===== src/rtl/fft_bitrev_reorder.sv =====
`timescale 1ns/1ps
// fft_bitrev_reorder
// Output-reorder stage for the radix-2 SDC FFT core. Frames arrive in
// bit-reversed bin order and are buffered in a two-bank ping-pong memory.
// Each frame is re-emitted in natural order 0..N-1 as N contiguous samples.
//
// Ports:
//   clk        rising-edge clock
//   rst        asynchronous active-high reset
//   in_valid   input sample strobe (core's done)
//   in_re/im   input bin value, bit-reversed order
//   out_valid  output strobe; qualifies the four outputs below
//   out_re/im  value of bin out_index (0 when out_valid is low)
//   out_index  natural-order bin number
//   out_last   high with bin N-1 of each frame
module fft_bitrev_reorder #(
  parameter int LOG2N = 4,
  parameter int W     = 16
) (
  input  logic             clk,
  input  logic             rst,
  input  logic             in_valid,
  input  logic [W-1:0]     in_re,
  input  logic [W-1:0]     in_im,
  output logic             out_valid,
  output logic [W-1:0]     out_re,
  output logic [W-1:0]     out_im,
  output logic [LOG2N-1:0] out_index,
  output logic             out_last
);

  localparam int N = 1 << LOG2N;
  localparam logic [LOG2N-1:0] LAST = LOG2N'(N - 1);

  typedef enum logic {IDLE, READ} state_t;

  state_t state_q, state_d;

  logic [2*W-1:0]   mem [2][N];
  logic [LOG2N-1:0] wr_cnt, rd_cnt, rd_addr;
  logic             wr_sel, rd_sel;
  logic [1:0]       full, set_vec, clr_vec;
  logic             wr_en, wr_wrap, emit, rd_wrap;
  logic [2*W-1:0]   rd_word;

  function automatic logic [LOG2N-1:0] bitrev(input logic [LOG2N-1:0] a);
    logic [LOG2N-1:0] r;
    r = '0;
    for (int unsigned i = 0; i < LOG2N; i++) r[i] = a[LOG2N-1-i];
    return r;
  endfunction

  always_comb begin
    wr_en   = in_valid & ~full[wr_sel];
    wr_wrap = wr_en & (wr_cnt == LAST);
    // Bin 0 is emitted on the same edge that leaves IDLE, so a full read
    // bank starts output without waiting a cycle in READ.
    emit    = (state_q == READ) | full[rd_sel];
    rd_wrap = emit & (rd_cnt == LAST);
    rd_addr = bitrev(rd_cnt);
    rd_word = mem[rd_sel][rd_addr];

    set_vec = '0;
    clr_vec = '0;
    if (wr_wrap) set_vec[wr_sel] = 1'b1;
    if (rd_wrap) clr_vec[rd_sel] = 1'b1;

    state_d = state_q;
    case (state_q)
      IDLE: if (full[rd_sel]) state_d = READ;
      READ: if (rd_wrap) state_d = full[~rd_sel] ? READ : IDLE;
      default: state_d = IDLE;
    endcase
  end

  always_ff @(posedge clk) begin
    if (wr_en) mem[wr_sel][wr_cnt] <= {in_re, in_im};
  end

  always_ff @(posedge clk or posedge rst) begin
    if (rst) begin
      state_q   <= IDLE;
      wr_cnt    <= '0;
      rd_cnt    <= '0;
      wr_sel    <= 1'b0;
      rd_sel    <= 1'b0;
      full      <= '0;
      out_valid <= 1'b0;
      out_re    <= '0;
      out_im    <= '0;
      out_index <= '0;
      out_last  <= 1'b0;
    end else begin
      state_q <= state_d;
      if (wr_en)   wr_cnt <= wr_cnt + 1'b1;
      if (wr_wrap) wr_sel <= ~wr_sel;
      if (emit)    rd_cnt <= rd_cnt + 1'b1;
      if (rd_wrap) rd_sel <= ~rd_sel;
      // Set has priority over clear on the same flag.
      full <= (full & ~clr_vec) | set_vec;

      out_valid <= emit;
      if (emit) begin
        out_re    <= rd_word[2*W-1:W];
        out_im    <= rd_word[W-1:0];
        out_index <= rd_cnt;
        out_last  <= (rd_cnt == LAST);
      end else begin
        out_re    <= '0;
        out_im    <= '0;
        out_index <= '0;
        out_last  <= 1'b0;
      end
    end
  end

endmodule


===== config.mk =====
export PLATFORM = sky130hd
export DESIGN_NAME = fft_bitrev_reorder
export DESIGN_NICKNAME = d
export VERILOG_FILES = /design/src/rtl/fft_bitrev_reorder.sv
export SDC_FILE = /design/constraint.sdc
export NUM_CORES = 1
export LEC_CHECK = 0
export CORE_MARGIN = 3
export CORE_UTILIZATION = 40
export DETAILED_ROUTE_END_ITERATION = 10
export DONT_BUFFER_PORTS = 1
export SLEW_MARGIN = 20
export SYNTH_ARGS = -nofsm -noshare
export SYNTH_HDL_FRONTEND = slang
export SYNTH_SLANG_ARGS = --single-unit

===== constraint.sdc =====
create_clock -name clk -period 3.6 [get_ports clk]
set_input_delay 0.36 -clock clk [delete_from_list [all_inputs] [get_ports clk]]
set_output_delay 0.36 -clock clk [all_outputs]
set_load 0.01 [all_outputs]

==> results.json <==
{
  "cpPeakStageDelay_ns": 0.58,
  "grt_pass1_vias": 21000,
  "slew_violations": 0,
  "syn-num-nets": 2135,
  "power_switching_share_pct": 28.3,
  "die_height_microns": 327,
  "grt_start_max_net_pins": 97,
  "reg2regPathDepth": 6,
  "skew_ns": 0.0351,
  "clk_latency_ns": 0.69,
  "final_hold_viol_count": 0,
  "critPathKind": "reg2reg",
  "grt_antenna_before_repair": 3,
  "vias": 20300,
  "root_buffer": "clkbuf_16",
  "synth-seq-cells": 1075,
  "cts_buffer_depth": 3,
  "ctsResizeCount": 0,
  "end_kind": "flop",
  "num_rows": 117,
  "startpoint_type": "flop",
  "path_cells": "buf_4 > buf_4 > mux4_2 > mux2i_1 > nor2_1 > or3_1",
  "clockPowerShare_pct": 34.5,
  "dpl_cell_area_sq_um": 43500,
  "design.core.area_sq_um": 102000,
  "fmax_mhz": 347,
  "crit-reg2reg-launch": "rd_sel",
  "combPwrFrac_pct": 19.1,
  "fin_crit_ns": 2.88,
  "drt-total-wl_microns": 100000,
  "grt.overflow.total": 0,
  "setup_violations": 0,
  "path_buf_inv": 2,
  "cts_max_level": 3,
  "hold_class": "in2reg",
  "hpwlAfterDp_microns": 57400,
  "ys_warn_count": 0,
  "syn_to_final_growth_pct": 15.3,
  "fin_area_sq_um": 47500,
  "first_pass_iters": 5,
  "rsz0062_at_grt": "false",
  "io_pins": 73,
  "min_from": "in_valid",
  "p_switching_mw": 9.23,
  "path_clk_slew_ns": 0.07,
  "critical_path.top_delay_family": "buffers and inverters",
  "rrSetupSlack_ns": 0.72,
  "dieWidth_microns": 327,
  "cp_max_fo": 30,
  "setup_tns_ns": 0,
  "slew_headroom_pct": 27.9,
  "min_path_cells": 2,
  "avgSynthCellArea_sq_um": 19.7,
  "grtUsageTotal_pct": 18.8,
  "cpMaxStageDelayCell": "dfrtp_4",
  "powerDensity_nw_per_um2": 686,
  "finalCritPeriodShare_pct": 80.1,
  "ant_nets": 0,
  "max_cap_violations": 0,
  "drt-initial-drc-count": 1903,
  "clock_sinks": 1075,
  "cp.required_ns": 4.16,
  "cts_tree": "yes",
  "drive_gt1_share_pct": 19.9,
  "power.leakage_nw": 16.2,
  "io_buffers": 0,
  "syn_inst": 2095,
  "crit_path_frequent_cell": "buf_4",
  "nNetsFinal": 2261,
  "crit_arrival_ns": 3.44,
  "worstMarginPinSlew_ns": 1.08,
  "grt_pass1_wl_microns": 147000,
  "viasPerCell": 5.51,
  "p_int_mw": 23.4,
  "vdd_ir_drop_max_v": 0.000605,
  "status": "complete, no violations",
  "start_util_pct": 40.4,
  "min_to": "wr_cnt[0]",
  "drc_errors": 0,
  "power_frac_seq_pct": 46.5,
  "synth_area_sq_um": 41200,
  "holdBufCountCts": 39,
  "cts_buffers": 108,
  "synthDistinctLibCells": 33,
  "die_area_sq_um": 107000,
  "post-cts-setup-buffers": 0,
  "avgRoutedWirePerCell_microns": 27.2,
  "ys_seq_area_share_pct": 77.8,
  "timing.rr.end": "out_im[8]",
  "gp_congestion": 0.782
}
## per-layer routing
metal | up-vias | routed length, microns | track usage (%)
met5 | - | 13 | 0
met3 | 114 | 6340 | 3.24
met4 | 2 | 1940 | 4.85
met1 | 10800 | 42000 | 25.7
li1 | 8716 | - | -
met2 | 661 | 50000 | 31.6
## power groups by stage
stage          combinational [mW]  sequential (mW)  clock, mW
2_1_floorplan                3.92             15.1          0
3_3_place_gp                 6.02             15.4          0
3_5_place_dp                 6.06             15.4          0
4_1_cts                      6.30             15.2       11.4
5_1_grt                      6.65             15.2       12.0
6_report                     6.21             15.1       11.2
## cells by family (layout without fill, tap and decap cells)
| family | after synthesis | after routing | share of synthesized area, % |
|---|---|---|---|
| DFF | 1075 | 1075 | 77.8 |
| muxes | 418 | 418 | 14.0 |
| and+or+nand+nor | 269 | 269 | 3.12 |
| AOI/OAI and AO/OA | 198 | 198 | 3.21 |
| buffers and inverters | 123 | 344 | 1.57 |
| xor gates and xnor gates | 7 | 7 | 0.149 |
| adders and majority gates | 5 | 5 | 0.152 |
| other | 0 | 1 | 0 |
## metrics by stage
stage	util [%]	total power [mW]	setup slack, ns	hold slack, ns	cells
floorplan	-	19.0	0.599	0.459	2095
global route	46.5	33.8	0.521	0.100	3684
finish	46.6	32.6	0.716	0.0878	3685
global placement	42.7	21.4	0.702	0.461	3440
CTS	46.6	32.9	0.671	0.0509	3684
detailed placement	42.7	21.5	0.695	0.461	3440
## cells in the mapped netlist, drive strengths merged
| master | count | area (sq um) |
|---|---|---|
| buf | 71 | 450 |
| ha | 5 | 62.6 |
| nand2b | 33 | 206 |
| or3 | 33 | 206 |
| a21oi | 32 | 160 |
| xnor2 | 5 | 43.8 |
| o21ai | 35 | 175 |
| or3b | 1 | 8.76 |
| dfrtp | 51 | 1280 |
| a22oi | 128 | 961 |
| nor2 | 69 | 259 |
| o311a | 1 | 10.0 |
| a41oi | 1 | 8.76 |
| mux2i | 290 | 2900 |
| nand3 | 37 | 185 |
| a22o | 1 | 8.76 |
| edfxtp | 1024 | 30700 |
| nand3b | 2 | 15.0 |
| inv | 6 | 22.5 |
| clkbuf | 46 | 173 |
| and2 | 7 | 43.8 |
| nor3 | 5 | 36.3 |
| xor2 | 2 | 17.5 |
| nor2b | 5 | 31.3 |
| mux4 | 128 | 2880 |
| nand4 | 1 | 6.26 |
| nand2 | 76 | 285 |
## registers in the layout (all words and copies together), names as in the netlist, 2 cells and up
register and count:
full 2, mem 1024, out_im 16, out_index 4, out_re 16, rd_cnt 4
wr_cnt 4
## cells in the final DEF (no fill, tap or decap), types with 18 or more instances in the layout
cell type | synthesis | layout
buf_12 | 0 | 24
clkbuf_16 | 0 | 108
buf_4 | 14 | 76
mux2i_1 | 290 | 290
clkbuf_1 | 46 | 18
buf_2 | 39 | 18
clkinv_1 | 0 | 23
o21ai_0 | 35 | 35
nand2_1 | 76 | 76
a21oi_1 | 32 | 32
edfxtp_1 | 1024 | 1024
nand2b_1 | 33 | 33
dfrtp_1 | 51 | 48
or3_1 | 33 | 33
nand3_1 | 37 | 34
a22oi_1 | 128 | 128
nor2_4 | 0 | 29
mux4_2 | 128 | 128
clkinv_2 | 0 | 21
nor2_1 | 69 | 40
## area by class of cell
cell class / count / area, sq um
clock buffer: 132 / 2850
fill: 8432 / 54500
multi-input combinational: 897 / 8830
tap: 1368 / 1710
clock inverter: 73 / 749
antenna: 1 / 2.50
timing repair buffer: 133 / 1290
sequential: 1075 / 32000
inverter: 6 / 23.8
## how the worst max path moves through the flow
stage | cells past startpoint | startpoint | endpoint | slack (ns)
after floorplan | 5 | wr_sel | mem[1][128] | 0.60
after global placement | 6 | rd_sel | out_im[8] | 0.70
after detailed placement | 6 | rd_sel | out_im[8] | 0.69
after CTS | 6 | rd_sel | out_im[8] | 0.67
after global routing | 6 | rd_sel | out_re[10] | 0.52
final | 6 | rd_sel | out_im[8] | 0.72
Power figures use the tool's default switching activity.
